$ cat src/rtl/if_id_queue_pkg.sv
// Shared fetch-packet definitions for IF, the IF/ID queue and ID_EX0.
//   PC_W / INST_W : fetch packet field widths
//   fetch_pkt_t   : {pc, inst, pred_taken} as carried from fetch to decode
//   INST_NOP      : instruction encoding that decode treats as a bubble
package if_id_queue_pkg;
  localparam int PC_W   = 32;
  localparam int INST_W = 32;

  typedef struct packed {
    logic [PC_W-1:0]   pc;
    logic [INST_W-1:0] inst;
    logic              pred_taken;
  } fetch_pkt_t;

  localparam int PKT_W = $bits(fetch_pkt_t);

  localparam logic [INST_W-1:0] INST_NOP   = '0;
  localparam fetch_pkt_t        PKT_BUBBLE = '{pc: '0, inst: INST_NOP, pred_taken: 1'b0};
endpackage

$ cat src/rtl/if_id_queue_if.sv
// Fetch-to-decode handshake bundle.
//   in_*  : IF side, valid/ready plus the fetched packet
//   out_* : ID side, valid/ready plus the head packet
// slave  : the queue
// master : the environment (IF producer + ID consumer)
interface if_id_queue_if;
  import if_id_queue_pkg::*;

  logic              in_valid;
  logic              in_ready;
  logic [PC_W-1:0]   in_pc;
  logic [INST_W-1:0] in_inst;
  logic              in_pred_taken;

  logic              out_valid;
  logic              out_ready;
  logic [PC_W-1:0]   out_pc;
  logic [INST_W-1:0] out_inst;
  logic              out_pred_taken;

  modport slave (
    input  in_valid, in_pc, in_inst, in_pred_taken, out_ready,
    output in_ready, out_valid, out_pc, out_inst, out_pred_taken
  );

  modport master (
    output in_valid, in_pc, in_inst, in_pred_taken, out_ready,
    input  in_ready, out_valid, out_pc, out_inst, out_pred_taken
  );
endinterface

$ cat src/rtl/if_id_queue_sync_fifo_fwft.sv
// Generic first-word-fall-through circular buffer with synchronous flush.
//   clk, rst        : clock, synchronous active-high reset
//   flush           : drop all contents next cycle; same-cycle wr/rd ignored
//   wr_en, wr_data  : write request (accepted only when not full)
//   rd_en           : pop request (accepted only when not empty)
//   rd_data         : head entry, read combinationally from mem[rd_ptr]
//   full, empty     : derived from registered occupancy only
//   cnt             : occupancy, 0..DEPTH
module sync_fifo_fwft #(
  parameter int DEPTH  = 4,
  parameter int WIDTH  = 65,
  parameter int ADDR_W = $clog2(DEPTH)
) (
  input  logic              clk,
  input  logic              rst,
  input  logic              flush,
  input  logic              wr_en,
  input  logic [WIDTH-1:0]  wr_data,
  input  logic              rd_en,
  output logic [WIDTH-1:0]  rd_data,
  output logic              full,
  output logic              empty,
  output logic [ADDR_W:0]   cnt
);
  logic [WIDTH-1:0]  mem [DEPTH];
  logic [ADDR_W-1:0] wr_ptr;
  logic [ADDR_W-1:0] rd_ptr;
  logic              wr_fire;
  logic              rd_fire;

  assign full    = (cnt == (ADDR_W+1)'(DEPTH));
  assign empty   = (cnt == '0);
  assign wr_fire = wr_en && !full;
  assign rd_fire = rd_en && !empty;
  assign rd_data = mem[rd_ptr];

  // DEPTH is a power of two, so pointer wrap is plain ADDR_W-bit overflow.
  always_ff @(posedge clk) begin
    if (rst || flush) begin
      wr_ptr <= '0;
      rd_ptr <= '0;
      cnt    <= '0;
    end else begin
      if (wr_fire) wr_ptr <= wr_ptr + 1'b1;
      if (rd_fire) rd_ptr <= rd_ptr + 1'b1;
      case ({wr_fire, rd_fire})
        2'b10:   cnt <= cnt + 1'b1;
        2'b01:   cnt <= cnt - 1'b1;
        default: cnt <= cnt;
      endcase
    end
  end

  // Storage carries no reset; stale entries are unreachable once pointers clear.
  always_ff @(posedge clk) begin
    if (wr_fire && !flush && !rst) mem[wr_ptr] <= wr_data;
  end
endmodule

$ cat src/rtl/if_id_queue.sv
// IF->ID instruction queue (FWFT). Decouples fetch from back-end stalls.
//   clk, rst                   : clock, synchronous active-high reset
//   IF_ID_stall_from_DCache    : blocks dequeue; head held stable
//   IF_ID_flush_from_EX_Branch : discards all entries and the same-cycle fetch
//   bus (slave)                : in_* from IF, out_* to ID
//   count                      : occupancy for debug/perf counters
// in_ready depends only on registered occupancy; out_* are forced to a
// bubble (all zero) while empty so ID sees inst=0.
module if_id_queue
  import if_id_queue_pkg::*;
#(
  parameter int DEPTH  = 4,
  parameter int ADDR_W = 2
) (
  input  logic            clk,
  input  logic            rst,
  input  logic            IF_ID_stall_from_DCache,
  input  logic            IF_ID_flush_from_EX_Branch,
  if_id_queue_if.slave    bus,
  output logic [ADDR_W:0] count
);
  fetch_pkt_t wr_pkt;
  fetch_pkt_t head_pkt;
  logic       full;
  logic       empty;
  logic       enq;
  logic       deq;

  assign wr_pkt = '{pc: bus.in_pc, inst: bus.in_inst, pred_taken: bus.in_pred_taken};

  assign bus.in_ready  = !full;
  assign bus.out_valid = !empty;
  assign enq = bus.in_valid && bus.in_ready;
  assign deq = bus.out_valid && bus.out_ready && !IF_ID_stall_from_DCache;

  sync_fifo_fwft #(
    .DEPTH  (DEPTH),
    .WIDTH  (PKT_W),
    .ADDR_W (ADDR_W)
  ) u_fifo (
    .clk     (clk),
    .rst     (rst),
    .flush   (IF_ID_flush_from_EX_Branch),
    .wr_en   (enq),
    .wr_data (wr_pkt),
    .rd_en   (deq),
    .rd_data (head_pkt),
    .full    (full),
    .empty   (empty),
    .cnt     (count)
  );

  always_comb begin
    bus.out_pc         = PKT_BUBBLE.pc;
    bus.out_inst       = PKT_BUBBLE.inst;
    bus.out_pred_taken = PKT_BUBBLE.pred_taken;
    if (!empty) begin
      bus.out_pc         = head_pkt.pc;
      bus.out_inst       = head_pkt.inst;
      bus.out_pred_taken = head_pkt.pred_taken;
    end
  end
endmodule

$ cat src/flat_wrapper.sv
// flat-port wrapper written by rule: the top's interface ports become plain ports
module if_id_queue_flat import if_id_queue_pkg::*;
#(
  parameter int DEPTH  = 4,
  parameter int ADDR_W = 2
)
  (clk, rst, IF_ID_stall_from_DCache, IF_ID_flush_from_EX_Branch, count, bus_in_valid, bus_in_pc, bus_in_inst, bus_in_pred_taken, bus_out_ready, bus_in_ready, bus_out_valid, bus_out_pc, bus_out_inst, bus_out_pred_taken);
  if_id_queue_if bus_i ();
  input  logic clk;
  input  logic rst;
  input  logic IF_ID_stall_from_DCache;
  input  logic IF_ID_flush_from_EX_Branch;
  output logic [ADDR_W:0] count;
  input wire logic [$bits(bus_i.in_valid)-1:0] bus_in_valid;
  input wire logic [$bits(bus_i.in_pc)-1:0] bus_in_pc;
  input wire logic [$bits(bus_i.in_inst)-1:0] bus_in_inst;
  input wire logic [$bits(bus_i.in_pred_taken)-1:0] bus_in_pred_taken;
  input wire logic [$bits(bus_i.out_ready)-1:0] bus_out_ready;
  output wire logic [$bits(bus_i.in_ready)-1:0] bus_in_ready;
  output wire logic [$bits(bus_i.out_valid)-1:0] bus_out_valid;
  output wire logic [$bits(bus_i.out_pc)-1:0] bus_out_pc;
  output wire logic [$bits(bus_i.out_inst)-1:0] bus_out_inst;
  output wire logic [$bits(bus_i.out_pred_taken)-1:0] bus_out_pred_taken;
  assign bus_i.in_valid = bus_in_valid;
  assign bus_i.in_pc = bus_in_pc;
  assign bus_i.in_inst = bus_in_inst;
  assign bus_i.in_pred_taken = bus_in_pred_taken;
  assign bus_i.out_ready = bus_out_ready;
  assign bus_in_ready = bus_i.in_ready;
  assign bus_out_valid = bus_i.out_valid;
  assign bus_out_pc = bus_i.out_pc;
  assign bus_out_inst = bus_i.out_inst;
  assign bus_out_pred_taken = bus_i.out_pred_taken;
  if_id_queue #(.DEPTH(DEPTH), .ADDR_W(ADDR_W)) u_core (.clk(clk), .rst(rst), .IF_ID_stall_from_DCache(IF_ID_stall_from_DCache), .IF_ID_flush_from_EX_Branch(IF_ID_flush_from_EX_Branch), .bus(bus_i), .count(count));
endmodule
$ cat config.mk
export PLATFORM = sky130hd
export DESIGN_NAME = if_id_queue_flat
export DESIGN_NICKNAME = d
export VERILOG_FILES = /design/src/rtl/if_id_queue_pkg.sv /design/src/rtl/if_id_queue_if.sv /design/src/rtl/if_id_queue_sync_fifo_fwft.sv /design/src/rtl/if_id_queue.sv /design/src/flat_wrapper.sv
export SDC_FILE = /design/constraint.sdc
export NUM_CORES = 1
export LEC_CHECK = 0
export ABC_CLOCK_PERIOD_IN_PS = 3430
export BUFFER_PORTS_ARGS = -buffer_cell sky130_fd_sc_hd__buf_2
export CORE_UTILIZATION = 55
export DETAILED_ROUTE_END_ITERATION = 10
export PLACE_DENSITY = 0.77
export REMOVE_ABC_BUFFERS = 1
export SLEW_MARGIN = 10
export SYNTH_ARGS = -nofsm -noshare
export SYNTH_HDL_FRONTEND = slang
export SYNTH_HIERARCHICAL = 1
export SYNTH_SLANG_ARGS = --single-unit
$ cat constraint.sdc
create_clock -name clk -period 3.43 [get_ports clk]
set_input_delay 0.1715 -clock clk [delete_from_list [all_inputs] [get_ports clk]]
set_output_delay 0.1715 -clock clk [all_outputs]
set_load 0.005 [all_outputs]
==> summary.md <==
| Metric | Value |
|---|---|
| Status | finished with violations |
| Failing checks | design-rule violations |
| Synth warn | 6 |
| Total core area | 0.0182 mm² |
| Maximum vdd drop | 0.000403 V |
| Mapped cell area | 0.0103 mm² |
| R2R setup slack | 780 ps |
| Cell count after synthesis | 470 |
| DRC Markers | 11 |
| # setup viols final | 0 |
| Unrepaired setup endpoints after global routing | false |
| Sw frac | 19.1% |
| CP endpoint | u_core/u_fifo/cnt[2] |
| CTS buffer count | 27 |
| Die height | 139 µm |
| Syn Area/Cell | 22.0 µm² |
| Average wire per standard cell | 20.7 µm |
| 1st-iter DRT viols | 296 |
| Hold Vio Cnt, Final | 0 |
| Post-synth EDFFs | 260 |
| CTS tree | built |
| Sw Pwr | 1280 µW |
| Synth Area in Simple Gates | 5.28% |
| Initial core utilization | 56.8% |
| Logic pwr share | 4.1% |
| Final period utilization | 77.2% |
| Io pins | 141 |
| PwrDens | 524 mW/mm² |
| Share of layout cells above drive strength 1 | 36.4% |
| Final ANT Viol Nets | 0 |
| Post-CTS sizing | 0 |
| R2R depth | 11 |
| Reg2reg end | u_core/u_fifo/cnt[2] |
| Synth Area in Compound Gates | 0.581% |
| GRT Util Overall | 20.5% |
| Levels on crit path | 11 |
| Slowest stage delay, CP | 470 ps |
| Via-per-instance ratio | 5.62 |
| Worst Slack Setup Final | 782 ps |
| Final GP Congestion | 0.758 |
| Die ar. | 0.0194 mm² |
| Finished Cell Area | 0.0128 mm² |
| Area Overhead vs Synth | 24.1% |
| Final Slew Violations | 0 |
| Clk_lat worst skew | 520 ps |
| Least-Margin Pin Slew | 996 ps |
| N_diodes | 0 |
| Port Buffers | 140 |
| Synth cell types | 28 |
| Global-route wire length before repair | 30000 µm |
| Gr ovfl total | 0 |
| Reg clk slew, reported paths | 60 ps |
| Largest family of logic cells by synthesized area | multiplexers |
| Sequential share of the synthesized area | 77.3% |
| Critical Path RT | 3880 ps |
| CP startpoint | u_core/u_fifo/cnt[2] |
| #FFs+latches synth | 269 |
| Minimum clock period after layout | 2650 ps |
| Num Clock Sinks | 269 |
| Critical path buffer and inverter count | 3 |
| Final Util | 70.4% |
| Drt pass-1 iters | 8 |
| Worst setup SP type | flop |
| Max Clk Rate | 378 MHz |
| Post-DP HPWL | 10800 µm |
| Worst hold path type | in -> reg |
| Root buffer cell | clkbuf_16 |
| Die width | 139 µm |
| Register share of total power | 54.3% |
| Synth Area in XOR/XNOR | 0.169% |
| Mux share of post-synthesis cell area | 14.2% |
| CTS Buffer Depth | 3 |
| Power Internal | 5440 µW |
| Slew margin rel. | 33.6% |
| Post-Place Setup Slack | 840 ps |
| Top FF cell, synth | edfxtp_1 |
| Critical R2R Launch | u_core/u_fifo/cnt[2] |
| Static Leak | 0.00439 µW |
| Vias in the first global route | 5604 |
| WP data arrival | 3090 ps |
| Largest net degree at the start of global routing | 70 |
| Rows | 49 |
| Worst-path maximum fanout | 6 |
| Clk pwr share | 41.6% |
| Worst setup path class | reg -> reg |
| Placed insts | 824 |
| Critical path's top delay family | simple AND/OR/NAND/NOR gates |
| Skew final | 12.0 ps |
| Via count | 5272 |
| Final net count | 766 |
| Crit-path slowest cell | or3b_1 |
| Post-synthesis async set-or-reset flop share | 0% |
| Fin cells | 938 |
| Most frequent CP cell | inv_1 |
| CP Capture Type | flop |
| H-tree depth | 1 |
| Worst-path cell chain | or3b_1 -> inv_1 -> nor2b_1 -> and2_4 -> inv_1 -> ha_1 -> inv_1 -> fa_1 -> xor2_1 -> or3_1 -> a21oi_1 |
| Area after DPL | 0.0113 mm² |
| Drt total wl | 19400 µm |
| Post-CTS Setup Bufs | 0 |
| Max-cap viol count | 0 |
| Synth Area in Adders | 0.799% |
| Initial antenna violation count | 0 |
-- cell families (layout without fill, tap and decap cells) --
logic type | Yosys count | in the layout
compound gates | 10 | 10
xor+xnor | 2 | 2
fa+ha+maj | 6 | 6
buf+inv | 31 | 270
flops | 269 | 269
mux | 65 | 65
simple gates | 87 | 87
-- synth_stat cells, types with 2 or more instances --
cell type	number	area (µm²)
a21oi_1	4	20.0
and3_1	4	25.0
buf_4	6	45.0
nor2b_1	67	419
nand2_1	2	7.51
xor2_1	2	17.5
buf_2	10	50.1
nor2_1	4	15.0
ha_1	5	62.6
mux4_2	65	1460
clkbuf_1	2	7.51
buf_6	4	45.0
inv_1	9	33.8
or3_1	2	12.5
edfxtp_1	260	7810
o21ai_0	4	20.0
dfxtp_1	9	180
-- worst min path at each step --
stage,endpoint,slack [ps],startpoint,cells past startpoint
after floorplan,u_core/u_fifo/mem[0][0],270,bus_in_pred_taken,0
after global placement,u_core/u_fifo/mem[3][50],380,bus_in_pc[17],1
after detailed placement,u_core/u_fifo/mem[0][30],390,bus_in_inst[29],1
after CTS,flop,40,rst,4
after global routing,u_core/u_fifo/rd_ptr[0],70,rst,4
final,flop,50,rst,4
-- tightest hold or removal path, delay by kind of cell --
kind / cells / cell delay (ps)
simple gates: 2 / 210
buf+inv: 1 / 90
compound gates: 1 / 60
-- repair_timing --
| item | in CTS | in global routing |
|---|---|---|
| endpoints found under the setup margin | 0 | 0 |
| hold buffers | 65 | 0 |
| hold endpoints to repair | 260 | 0 |
-- cell type report --
| class | count | area (µm²) |
|---|---|---|
| well taps | 229 | 287 |
| clock buffers | 31 | 691 |
| clock inverters | 18 | 158 |
| repair buffers | 212 | 1470 |
| flip-flops and latches | 269 | 8000 |
| fillers | 1143 | 5380 |
| inverters | 9 | 33.8 |
| multi-input cells | 170 | 2200 |
-- per-stage QoR --
stage	TNS [ps]	hold slack, ps	power (µW)
after floorplan	-20560	270	3800
after global placement	0	382	3920
after detailed placement	0	391	3930
after CTS	0	36.6	6770
after global routing	0	66.9	6910
final	0	51.9	6720
-- power by group through the flow --
| stage | Clock, µW | Combinational, µW | Sequential [µW] |
|---|---|---|---|
| 2_1_floorplan | 0 | 85.0 | 3720 |
| 3_3_place_gp | 0 | 207 | 3710 |
| 3_5_place_dp | 0 | 218 | 3710 |
| 4_1_cts | 2850 | 279 | 3640 |
| 5_1_grt | 2960 | 300 | 3650 |
| 6_report | 2800 | 277 | 3640 |
-- cell usage in the layout, fill, tap and decap left out, types with 3 or more instances in the layout --
master         netlist  routed
clkbuf_1             2       4
ha_1                 5       5
dlygate4sd3_1        0      65
and3_4               0       4
clkinv_2             0       5
buf_12               0       5
nor2_1               4       4
edfxtp_1           260     260
mux4_2              65      65
clkbuf_16            0      27
inv_1                9       9
clkinv_1             0       9
bufinv_16            0       3
buf_2               10     140
a21oi_1              4       4
o21ai_0              4       4
nor2b_1             67      67
dfxtp_1              9       7
-- registers in the layout, indices dropped and copies added (netlist names), named ones only --
name	count
u_core/u_fifo/mem	260
u_core/u_fifo/cnt	3
u_core/u_fifo/rd_ptr	2
u_core/u_fifo/wr_ptr	2
-- layer usage --
metal  GRT usage, %  wire (µm)  vias to the layer above
li1               -          -                     2338
met4           6.37        451                        0
met5              0          0                        -
met3           4.04       1100                       39
met2           36.7      10100                      176
met1           25.2       7680                     2719
(Power assumes the default switching activity.)
